<file path="src/rtl/disp_pkg.sv">
// Shared definitions for the 4-digit multiplexed display scanner.
// Contents: digit count, segment constants, frame payload type, scan FSM state.
package disp_pkg;

  localparam int unsigned NUM_DIGITS = 4;
  localparam int unsigned SEG_W      = 8;
  localparam int unsigned FRAME_W    = NUM_DIGITS * SEG_W;
  localparam int unsigned IDX_W      = 2;

  localparam logic [SEG_W-1:0] SEG_ZERO  = 8'h3F;
  localparam logic [SEG_W-1:0] SEG_BLANK = 8'h00;

  // One byte per digit; element 0 is the least significant digit.
  typedef logic [NUM_DIGITS-1:0][SEG_W-1:0] frame_t;

  typedef enum logic {
    DRIVE = 1'b0,
    BLANK = 1'b1
  } scan_state_e;

endpackage

</file>
<file path="src/rtl/slot_timer.sv">
// Slot counter for the scan FSM: counts 0..len-1 of the current phase and
// flags the terminal count; the counter clears itself on terminal count.
// Ports:
//   i_clk, i_rst_n   clock, asynchronous active-low reset
//   i_blank          1 selects the blank-phase length, 0 the drive-phase length
//   o_cnt            current slot count (registered)
//   o_tc_c           terminal count of the current phase (combinational)
//   o_pre_tc_c       blank phase is one cycle before terminal count (combinational)
module slot_timer #(
  parameter int unsigned DRIVE_LEN = 1024,
  parameter int unsigned BLANK_LEN = 32,
  parameter int unsigned CNT_W     = 10
) (
  input  logic             i_clk,
  input  logic             i_rst_n,
  input  logic             i_blank,
  output logic [CNT_W-1:0] o_cnt,
  output logic             o_tc_c,
  output logic             o_pre_tc_c
);

  logic [CNT_W-1:0] r_cnt;
  logic [CNT_W-1:0] w_last;

  assign w_last = i_blank ? CNT_W'(BLANK_LEN - 1) : CNT_W'(DRIVE_LEN - 1);
  assign o_tc_c = (r_cnt == w_last);

  // Lets the parent register a pulse that lands exactly on the last blank cycle.
  assign o_pre_tc_c = i_blank && (BLANK_LEN >= 2) && (r_cnt == CNT_W'(BLANK_LEN - 2));

  assign o_cnt = r_cnt;

  always_ff @(posedge i_clk or negedge i_rst_n) begin
    if (!i_rst_n) begin
      r_cnt <= '0;
    end else if (o_tc_c) begin
      r_cnt <= '0;
    end else begin
      r_cnt <= r_cnt + CNT_W'(1);
    end
  end

endmodule

</file>
<file path="src/rtl/display_scan_ctrl.sv">
// Multiplexed 4-digit 7-segment scan controller with PWM brightness,
// anti-ghosting blank gap and a single-entry pending frame buffer.
// Optional feature: define LEADING_ZERO_BLANK_EN to blank leading zero digits
// when a pending frame is transferred to the active frame.
// Ports:
//   i_clk, i_rst      clock, asynchronous active-low reset
//   i_frame_valid     a new frame is offered on i_frame
//   i_frame           four segment bytes, [7:0] = digit 0
//   i_brightness      on-time in sixteenths of a drive slot
//   o_frame_ready     pending buffer empty
//   o_digitSelect     one-hot digit enable
//   o_segment         segment pattern of the enabled digit
//   o_frame_done      one-cycle pulse on the frame boundary cycle
module display_scan_ctrl
  import disp_pkg::*;
#(
  parameter int unsigned SLOT_STEP    = 64,
  parameter int unsigned BLANK_CYCLES = 32
) (
  input  logic                  i_clk,
  input  logic                  i_rst,
  input  logic                  i_frame_valid,
  input  logic [FRAME_W-1:0]    i_frame,
  input  logic [3:0]            i_brightness,
  output logic                  o_frame_ready,
  output logic [NUM_DIGITS-1:0] o_digitSelect,
  output logic [SEG_W-1:0]      o_segment,
  output logic                  o_frame_done
);

  localparam int unsigned DRIVE_LEN = 16 * SLOT_STEP;
  localparam int unsigned MAX_LEN   = (DRIVE_LEN > BLANK_CYCLES) ? DRIVE_LEN : BLANK_CYCLES;
  localparam int unsigned CNT_W     = $clog2(MAX_LEN);

  scan_state_e           r_state;
  logic [IDX_W-1:0]      r_idx;
  logic [3:0]            r_bright;
  frame_t                r_active;
  frame_t                r_pending;
  logic                  r_frame_ready;
  logic [NUM_DIGITS-1:0] r_dsel;
  logic [SEG_W-1:0]      r_seg;
  logic                  r_frame_done;

  logic [CNT_W-1:0]      w_cnt;
  logic                  w_tc;
  logic                  w_pre_tc;
  logic                  w_last_digit;
  logic                  w_boundary;
  logic                  w_done_next;
  logic [3:0]            w_bright_eff;
  logic [CNT_W-1:0]      w_on_lim;
  logic                  w_lit;
  frame_t                w_xfer;

  slot_timer #(
    .DRIVE_LEN (DRIVE_LEN),
    .BLANK_LEN (BLANK_CYCLES),
    .CNT_W     (CNT_W)
  ) u_slot_timer (
    .i_clk      (i_clk),
    .i_rst_n    (i_rst),
    .i_blank    (r_state == BLANK),
    .o_cnt      (w_cnt),
    .o_tc_c     (w_tc),
    .o_pre_tc_c (w_pre_tc)
  );

`ifdef LEADING_ZERO_BLANK_EN
  // Walk down from the top digit blanking zeros until a non-zero digit; digit 0 always kept.
  function automatic frame_t f_blank_leading_zeros(input frame_t f);
    frame_t r;
    logic   lead;
    r    = f;
    lead = 1'b1;
    for (int d = NUM_DIGITS - 1; d >= 1; d--) begin
      if (lead && (r[IDX_W'(d)] == SEG_ZERO)) begin
        r[IDX_W'(d)] = SEG_BLANK;
      end else begin
        lead = 1'b0;
      end
    end
    return r;
  endfunction

  assign w_xfer = f_blank_leading_zeros(r_pending);
`else
  assign w_xfer = r_pending;
`endif

  assign w_last_digit = (r_idx == IDX_W'(NUM_DIGITS - 1));
  assign w_boundary   = (r_state == BLANK) && w_tc && w_last_digit;

  // Look one cycle ahead so the registered pulse coincides with the boundary cycle.
  assign w_done_next = w_last_digit &&
                       (((r_state == BLANK) && w_pre_tc) ||
                        ((BLANK_CYCLES == 1) && (r_state == DRIVE) && w_tc));

  // On the first drive cycle the brightness register is still loading, so use the input.
  assign w_bright_eff = (w_cnt == '0) ? i_brightness : r_bright;
  assign w_on_lim     = CNT_W'(w_bright_eff) * CNT_W'(SLOT_STEP);
  assign w_lit        = (r_state == DRIVE) && (w_cnt < w_on_lim);

  // Scan FSM, frame buffers and registered display outputs.
  always_ff @(posedge i_clk or negedge i_rst) begin
    if (!i_rst) begin
      r_state       <= DRIVE;
      r_idx         <= '0;
      r_bright      <= '0;
      r_active      <= '0;
      r_pending     <= '0;
      r_frame_ready <= 1'b1;
      r_dsel        <= '0;
      r_seg         <= SEG_BLANK;
      r_frame_done  <= 1'b0;
    end else begin
      r_frame_done <= w_done_next;
      r_dsel       <= w_lit ? (NUM_DIGITS'(1) << r_idx) : '0;
      r_seg        <= w_lit ? r_active[r_idx] : SEG_BLANK;

      if ((r_state == DRIVE) && (w_cnt == '0)) begin
        r_bright <= i_brightness;
      end

      case (r_state)
        DRIVE: begin
          if (w_tc) begin
            r_state <= BLANK;
          end
        end
        BLANK: begin
          if (w_tc) begin
            r_state <= DRIVE;
            r_idx   <= r_idx + IDX_W'(1);
          end
        end
        default: r_state <= DRIVE;
      endcase

      // Boundary only consumes a frame that was already pending; a same-cycle offer
      // can only be accepted when the buffer was empty, so it waits one more frame.
      if (w_boundary && !r_frame_ready) begin
        r_active      <= w_xfer;
        r_frame_ready <= 1'b1;
      end else if (i_frame_valid && r_frame_ready) begin
        r_pending     <= i_frame;
        r_frame_ready <= 1'b0;
      end
    end
  end

  assign o_frame_ready = r_frame_ready;
  assign o_digitSelect = r_dsel;
  assign o_segment     = r_seg;
  assign o_frame_done  = r_frame_done;

endmodule

</file>
<file path="config.mk">
export PLATFORM = sky130hd
export DESIGN_NAME = display_scan_ctrl
export DESIGN_NICKNAME = d
export VERILOG_FILES = /design/src/rtl/disp_pkg.sv /design/src/rtl/slot_timer.sv /design/src/rtl/display_scan_ctrl.sv
export SDC_FILE = /design/constraint.sdc
export NUM_CORES = 1
export LEC_CHECK = 0
export CAP_MARGIN = 20
export CORE_ASPECT_RATIO = 0.5
export CORE_MARGIN = 1.5
export CORE_UTILIZATION = 37
export CTS_BUF_LIST = sky130_fd_sc_hd__clkbuf_4
export DETAILED_ROUTE_END_ITERATION = 8
export SETUP_SLACK_MARGIN = 0.5
export SLEW_MARGIN = 10
export SYNTH_ARGS = -nofsm -noshare
export SYNTH_HDL_FRONTEND = slang
export SYNTH_SLANG_ARGS = --single-unit
</file>
<file path="constraint.sdc">
create_clock -name i_clk -period 4.5 [get_ports i_clk]
set_clock_uncertainty 0.05 [all_clocks]
set_input_delay 1.35 -clock i_clk [delete_from_list [all_inputs] [get_ports i_clk]]
set_output_delay 1.35 -clock i_clk [all_outputs]
set_load 0.02 [all_outputs]
</file>
==> summary.md, run 1 <==
| Metric | Value |
|---|---|
| Maximum root-to-sink buffer count | `2` |
| Post-synth top area share | `59.5%` |
| Root buffer selected by CTS | `clkbuf_4` |
| Setup Fix Bufs, Post-CTS | `0` |
| Number of enable flip-flop cells after synthesis | `0` |
| Die height | `76.1 µm` |
| Synth Cell Area | `3950 µm²` |
| CTS tree | `yes` |
| Worst Hold Class | `flip-flop to flip-flop` |
| CP Launch Type | `flip-flop` |
| Vias in the first global route | `2479` |
| Setup CP Type | `flip-flop to flip-flop` |
| First drt pass iteration count | `4` |
| R2R Path Start | `u_slot_timer.o_cnt[0]` |
| Clock latency on the worst-skew pair | `0.44 ns` |
| Cell row count | `26` |
| DRC | `0` |
| Worst Setup EP | `o_segment[7]` |
| Predominant post-synthesis flop cell | `dfrtp_1` |
| Clock power frac | `30.5%` |
| CTS sink cnt | `95` |
| WL final | `6920 µm` |
| Core Area | `10300 µm²` |
| Yosys warning total | `0` |
| Port buffer count | `52` |
| Arrival @ worst endpoint | `3.65 ns` |
| Antenna violations before repair | `0` |
| Tot Pwr | `0.00143 W` |
| Area grow syn2layout | `20.8%` |
| Crit path launch | `u_slot_timer.o_cnt[0]` |
| Worst-margin pin slew | `0.832 ns` |
| DRT iter0 DRCs | `59` |
| Final worst path period need | `3.31 ns` |
| Final Max Slew Viols | `0` |
| Synth Net Count | `315` |
| Starting density of the core | `38.4%` |
| Final period util | `73.5%` |
| Worst EP required | `4.84 ns` |
| Met1 usage | `16.3%` |
| Routed Antenna Nets | `0` |
| GR met2 Demand/Resource | `23.6%` |
| H-tree levels | `3` |
| Reg2Reg Capture Point | `o_segment[7]` |
| Worst setup EP type | `flip-flop` |
| Fin worst setup slack | `1.19 ns` |
| Max FO, Critical Path | `12` |
| Comb power frac | `6.2%` |
| TritonCTS buffer count | `9` |
| Register area share after synthesis | `60.2%` |
| NetSw | `0.000323 W` |
| Avg Inst Size Synth | `14.9 µm²` |
| Slew HR | `44.5%` |
| Fin nets | `373` |
| Leading post-synthesis cells by cell area | `dfrtp_1 (60%), mux2_2 (19%), mux4_2 (4.6%)` |
| ANT cells | `0` |
| Hold-fix buffer count after cts | `0` |
| Status | `complete, no violations` |
| Hold WS | `0.464 ns` |
| Gr usage total | `13.7%` |
| R2R Setup Slk | `1.19 ns` |
| DPL Wire Length | `4870 µm` |
| Most common cell after layout, fill and taps aside | `dfrtp_1` |
| Seq pwr share | `63.3%` |
| Max frequency | `302 MHz` |
| Gr busiest metal | `met2` |
| Max_cap viols | `0` |
| Asr flop ratio synth | `100%` |
| Die area | `11300 µm²` |
| VDD IR max | `0.000141 V` |
| Net Sw Frac | `22.5%` |
| Most frequent cells in the layout | `dfrtp_1 (94), mux2_2 (68), clkdlybuf4s50_1 (51)` |
| Die extent in x | `149 µm` |
| Largest net degree at the start of global routing | `69` |
| Pwr per Cell Area | `301 nW/µm²` |
| Final setup viols | `0` |
| GRT met3 Usage | `4.49%` |
| GP Congestion | `0.805` |
| Via count | `2264` |
| Congestion Overflow GR | `0` |
| Clk slew on worst S/H paths | `0.13 ns` |
| Final Hold Viols | `0` |
| RSZ-0062 raised after global routing | `no` |
| Synth cell types | `29` |
| Post-CTS Resized | `0` |
| Global-route wire length before repair | `12000 µm` |
| Synth Instances | `265` |
| Cell taking the most area after synthesis | `dfrtp_1` |
| Cells on worst reg2reg path | `11` |
| Share of layout cells above drive strength 1 | `32.9%` |
| Boundary Pins | `53` |
| Post-synthesis sequential element count | `95` |
| Setup TNS | `0 ns` |
| Setup Slack @ Placement | `1.20 ns` |
| Cell-internal power | `0.00111 W` |
| WL/cell | `14.8 µm` |
| DR vias/cell | `4.84` |
| Lkg Pwr | `2.21 nW` |
==> worst max-delay path, cell delays in order, from the launching register on <==
cell     delay [ns]
dfrtp_1        0.45
inv_1          0.11
ha_1           0.14
or4b_1         0.51
nor3_1         0.49
mux2i_1        0.28
ha_1           0.26
o21ai_0        0.26
a22oi_1        0.15
a31oi_1        0.17
buf_4          0.22
and2_2         0.17
==> sequential cells by signal, summed over array words and instances (netlist names) <==
register,cells
r_active,32
r_bright,4
o_frame_done,1
o_segment,8
r_idx,2
r_state,1
u_slot_timer.o_cnt,10
r_pending,32
o_frame_ready,1
o_digitSelect,4
==> cell usage after synthesis, drive strengths merged (5+ instances only) <==
library cell / number
nand2: 5
nor3: 6
mux2: 68
nand3: 5
inv: 7
nor2: 9
mux4: 8
clkbuf: 6
ha: 11
xor2: 5
and2: 12
dfrtp: 94
==> area by class of cell <==
type	count	area (µm²)
Multi-Input combinational cell	153	1510
Clock buffer	9	67.6
Tap cell	140	175
Timing Repair Buffer	57	556
Sequential cell	95	2380
Clock inverter	7	63.8
Fill cell	942	5510
Inverter	7	26.3
==> routing by layer <==
layer	wire length, µm	vias to the layer above	part of all wire (%)
li1	-	1054	-
met1	2960	1163	43
met2	3560	37	51
met3	286	10	4.1
met4	112	0	1.6
met5	0	-	0
==> logic make-up (layout without fill, tap and decap cells) <==
| logic type | count (synthesis) | in the layout | share of synthesized area [%] |
|---|---|---|---|
| DFF | 95 | 95 | 60.2 |
| muxes | 79 | 79 | 24.7 |
| adders and majority gates | 11 | 11 | 3.48 |
| buffers and inverters | 17 | 80 | 1.71 |
| xor gates and xnor gates | 9 | 9 | 1.99 |
| AOI/OAI and AO/OA | 9 | 9 | 1.36 |
| and+or+nand+nor | 45 | 45 | 6.55 |
==> power groups by stage <==
| stage | Clock (W) | Combinational [W] | Sequential [W] |
|---|---|---|---|
| 2_1_floorplan | 0 | 0.0000341 | 0.000916 |
| 5_1_grt | 0.000496 | 0.000100 | 0.000914 |
| 3_5_place_dp | 0 | 0.0000922 | 0.000926 |
| 3_3_place_gp | 0 | 0.0000879 | 0.000925 |
| 4_1_cts | 0.000460 | 0.0000923 | 0.000909 |
| 6_report | 0.000437 | 0.0000890 | 0.000909 |
==> worst min path at each step <==
stage / cells past startpoint / slack, ns / endpoint / startpoint
2_1_floorplan: 1 / 0.42 / r_active[16] / r_active[16]
5_1_grt: 1 / 0.49 / r_active[17] / r_active[17]
6_report: 1 / 0.46 / r_active[17] / r_active[17]
4_1_cts: 1 / 0.47 / r_active[17] / r_active[17]
3_5_place_dp: 1 / 0.44 / r_active[17] / r_active[17]
3_3_place_gp: 1 / 0.43 / r_active[24] / r_active[24]
==> metrics by stage <==
stage | std cells | area (µm²) | utilization [%]
floorplan | 265 | 3950 | -
global placement | 452 | 4640 | 45.1
detailed placement | 452 | 4640 | 45.1
CTS | 468 | 4770 | 46.4
global route | 468 | 4770 | 46.4
finish | 468 | 4770 | 46.4
Power figures use the tool's default switching activity.
==> run 2: changes to the inputs <==
Clock period 4.5 ns to 2.9 ns, I/O delays scaled along.
==> run 2 against run 1 <==
Sequential cell count unchanged. Sequential share of layout area decreased by 4.1 points. Combinational power increased by 63%. Non-clock buffer count rose by 23. Critical path type unchanged. Largest cell class unchanged.
==> summary.md, run 2 (synthesis results as in run 1) <==
| Metric | Value |
|---|---|
| Final worst path period need | `2.75 ns (was 3.31 ns)` |
| Global-route wire length before repair | `13100 µm (was 12000 µm)` |
| Clk slew on worst S/H paths | `0.16 ns (was 0.13 ns)` |
| Fin nets | `396 (was 373)` |
| DR vias/cell | `4.83 (was 4.84)` |
| DPL Wire Length | `4900 µm (was 4870 µm)` |
| VDD IR max | `0.000170 V (was 0.000141 V)` |
| Routed Antenna Nets | `0 (unchanged)` |
| Most common cell after layout, fill and taps aside | `dfrtp_1 (unchanged)` |
| Worst EP required | `3.26 ns (was 4.84 ns)` |
| Filler Cells Inserted | `897 (was 942)` |
| Worst Hold Class | `primary input to asynchronous set/reset pin (was flip-flop to flip-flop)` |
| Max_cap viols | `0 (unchanged)` |
| Gr usage total | `15.3% (was 13.7%)` |
| Congestion Overflow GR | `0 (unchanged)` |
| WL final | `7850 µm (was 6920 µm)` |
| GP Congestion | `0.780 (was 0.805)` |
| Status | `complete, no violations (unchanged)` |
| Die height | `76.1 µm (unchanged)` |
| Slew HR | `52.9% (was 44.5%)` |
| Via count | `2372 (was 2264)` |
| Most frequent cells in the layout | `dfrtp_1 (94), mux2_2 (68), clkdlybuf4s50_1 (40) (was dfrtp_1 (94), mux2_2 (68), clkdlybuf4s50_1 (51))` |
| Port buffer count | `52 (unchanged)` |
| Max frequency | `363 MHz (was 302 MHz)` |
| Setup CP Type | `flip-flop to flip-flop (unchanged)` |
| TritonCTS buffer count | `9 (unchanged)` |
| Share of layout cells above drive strength 1 | `43.0% (was 32.9%)` |
| Starting density of the core | `38.4% (unchanged)` |
| Die area | `11300 µm² (unchanged)` |
| DRC | `0 (unchanged)` |
| Pwr per Cell Area | `435 nW/µm² (was 301 nW/µm²)` |
| H-tree levels | `3 (unchanged)` |
| Max FO, Critical Path | `6 (was 12)` |
| RSZ-0062 raised after global routing | `yes (was no)` |
| Area grow syn2layout | `31.6% (was 20.8%)` |
| Largest net degree at the start of global routing | `56 (was 69)` |
| Hold-fix buffer count after cts | `0 (unchanged)` |
| Final Max Slew Viols | `0 (unchanged)` |
| Setup TNS | `0 ns (unchanged)` |
| Worst-margin pin slew | `0.706 ns (was 0.832 ns)` |
| DRT iter0 DRCs | `65 (was 59)` |
| CTS tree | `yes (unchanged)` |
| ANT cells | `0 (unchanged)` |
| First drt pass iteration count | `4 (unchanged)` |
| Root buffer selected by CTS | `clkbuf_4 (unchanged)` |
| R2R Path Start | `u_slot_timer.o_cnt[0] (unchanged)` |
| Crit path launch | `u_slot_timer.o_cnt[0] (unchanged)` |
| Arrival @ worst endpoint | `3.11 ns (was 3.65 ns)` |
| CP Launch Type | `flip-flop (unchanged)` |
| Die extent in x | `149 µm (unchanged)` |
| Vias in the first global route | `2622 (was 2479)` |
| CTS sink cnt | `95 (unchanged)` |
| Worst setup EP type | `flip-flop (unchanged)` |
| Final period util | `95.0% (was 73.5%)` |
| Antenna violations before repair | `0 (unchanged)` |
| Lkg Pwr | `2.51 nW (was 2.21 nW)` |
| Setup Slack @ Placement | `0.0697 ns (was 1.20 ns)` |
| Boundary Pins | `53 (unchanged)` |
| Final setup viols | `0 (unchanged)` |
| Maximum root-to-sink buffer count | `2 (unchanged)` |
| Cell row count | `26 (unchanged)` |
| Core Area | `10300 µm² (unchanged)` |
| Final Hold Viols | `0 (unchanged)` |
| Fin worst setup slack | `0.145 ns (was 1.19 ns)` |
| WL/cell | `16.0 µm (was 14.8 µm)` |
| Clock latency on the worst-skew pair | `0.45 ns (was 0.44 ns)` |
| Tot Pwr | `0.00226 W (was 0.00143 W)` |
## run 2: cell count changes in the layout (fill, tap and decap cells not counted), moves of 3 or more
cell,delta
nor3_1,-3
clkinv_1,-3
buf_16,+3
dlygate4sd2_1,+5
dlymetal6s2s_1,+6
buf_4,+11
buf_6,+7
and2_4,+11
and2_2,-9
clkdlybuf4s50_1,-11
## run 2: metrics by stage
stage	utilization [%]	std cells	area, µm²	hold WS (ns)
finish	50.6	491	5200	0.392
global route	50.6	491	5200	0.409
CTS	50.0	488	5140	0.389
detailed placement	46.0	453	4730	0.443
global placement	46.0	453	4730	0.437
floorplan	-	265	4040	0.424
## run 2: final timing paths
kind	end	slack [ns]	cells after the start
setup reg to reg	o_digitSelect[2]	0.15	11
min in group i_clk	r_active[16]	0.47	1
setup / recovery	o_digitSelect[2]	0.15	11
max in group asynchronous	r_idx[1]	1.74	2
hold / removal	r_active[1]	0.39	1
hold reg to reg	r_active[16]	0.47	1
## run 2: area by class of cell
class / count / area [µm²] / area share (%)
inverters: 7 / 26.3 / 0.505
clock buffers: 9 / 67.6 / 1.30
repair buffers: 80 / 848 / 16.3
well taps: 140 / 175 / 3.37
flip-flops and latches: 95 / 2380 / 45.8
clock inverters: 7 / 73.8 / 1.42
multi-input cells: 153 / 1630 / 31.3
## run 2: report_power, final
part           internal [W]  switching [W]  total (W)
Sequential          0.00138      0.0000269    0.00141
Clock              0.000264       0.000447   0.000711
Combinational     0.0000917      0.0000532   0.000145
## run 2: timing repair
item / 4_1_cts / 5_1_grt
buffers inserted: 15 / 3
endpoints found under the setup margin: 50 / 51
endpoints found under the hold margin: 0 / 0
pin swaps: 11 / 3
gates cloned: 4 / 0
gates resized for setup: 36 / 11
## run 2: worst max-delay path: stages, from the launching register on
cell and delay [ns]:
dfrtp_1 0.42, inv_2 0.08, ha_4 0.11, or4b_4 0.48
nor3_4 0.21, mux2i_1 0.24, ha_1 0.26, o21ai_2 0.20
a22oi_2 0.13, a31oi_4 0.23, buf_6 0.17, and2_4 0.13
## run 2: metal layers
layer  vias up  GRT usage (%)  wire length (µm)
met3         9           5.09               302
met1      1227           18.3              3490
met2        37           25.9              3950
met5         -              0                 0
met4         0           5.05               110
li1       1099              -                 -
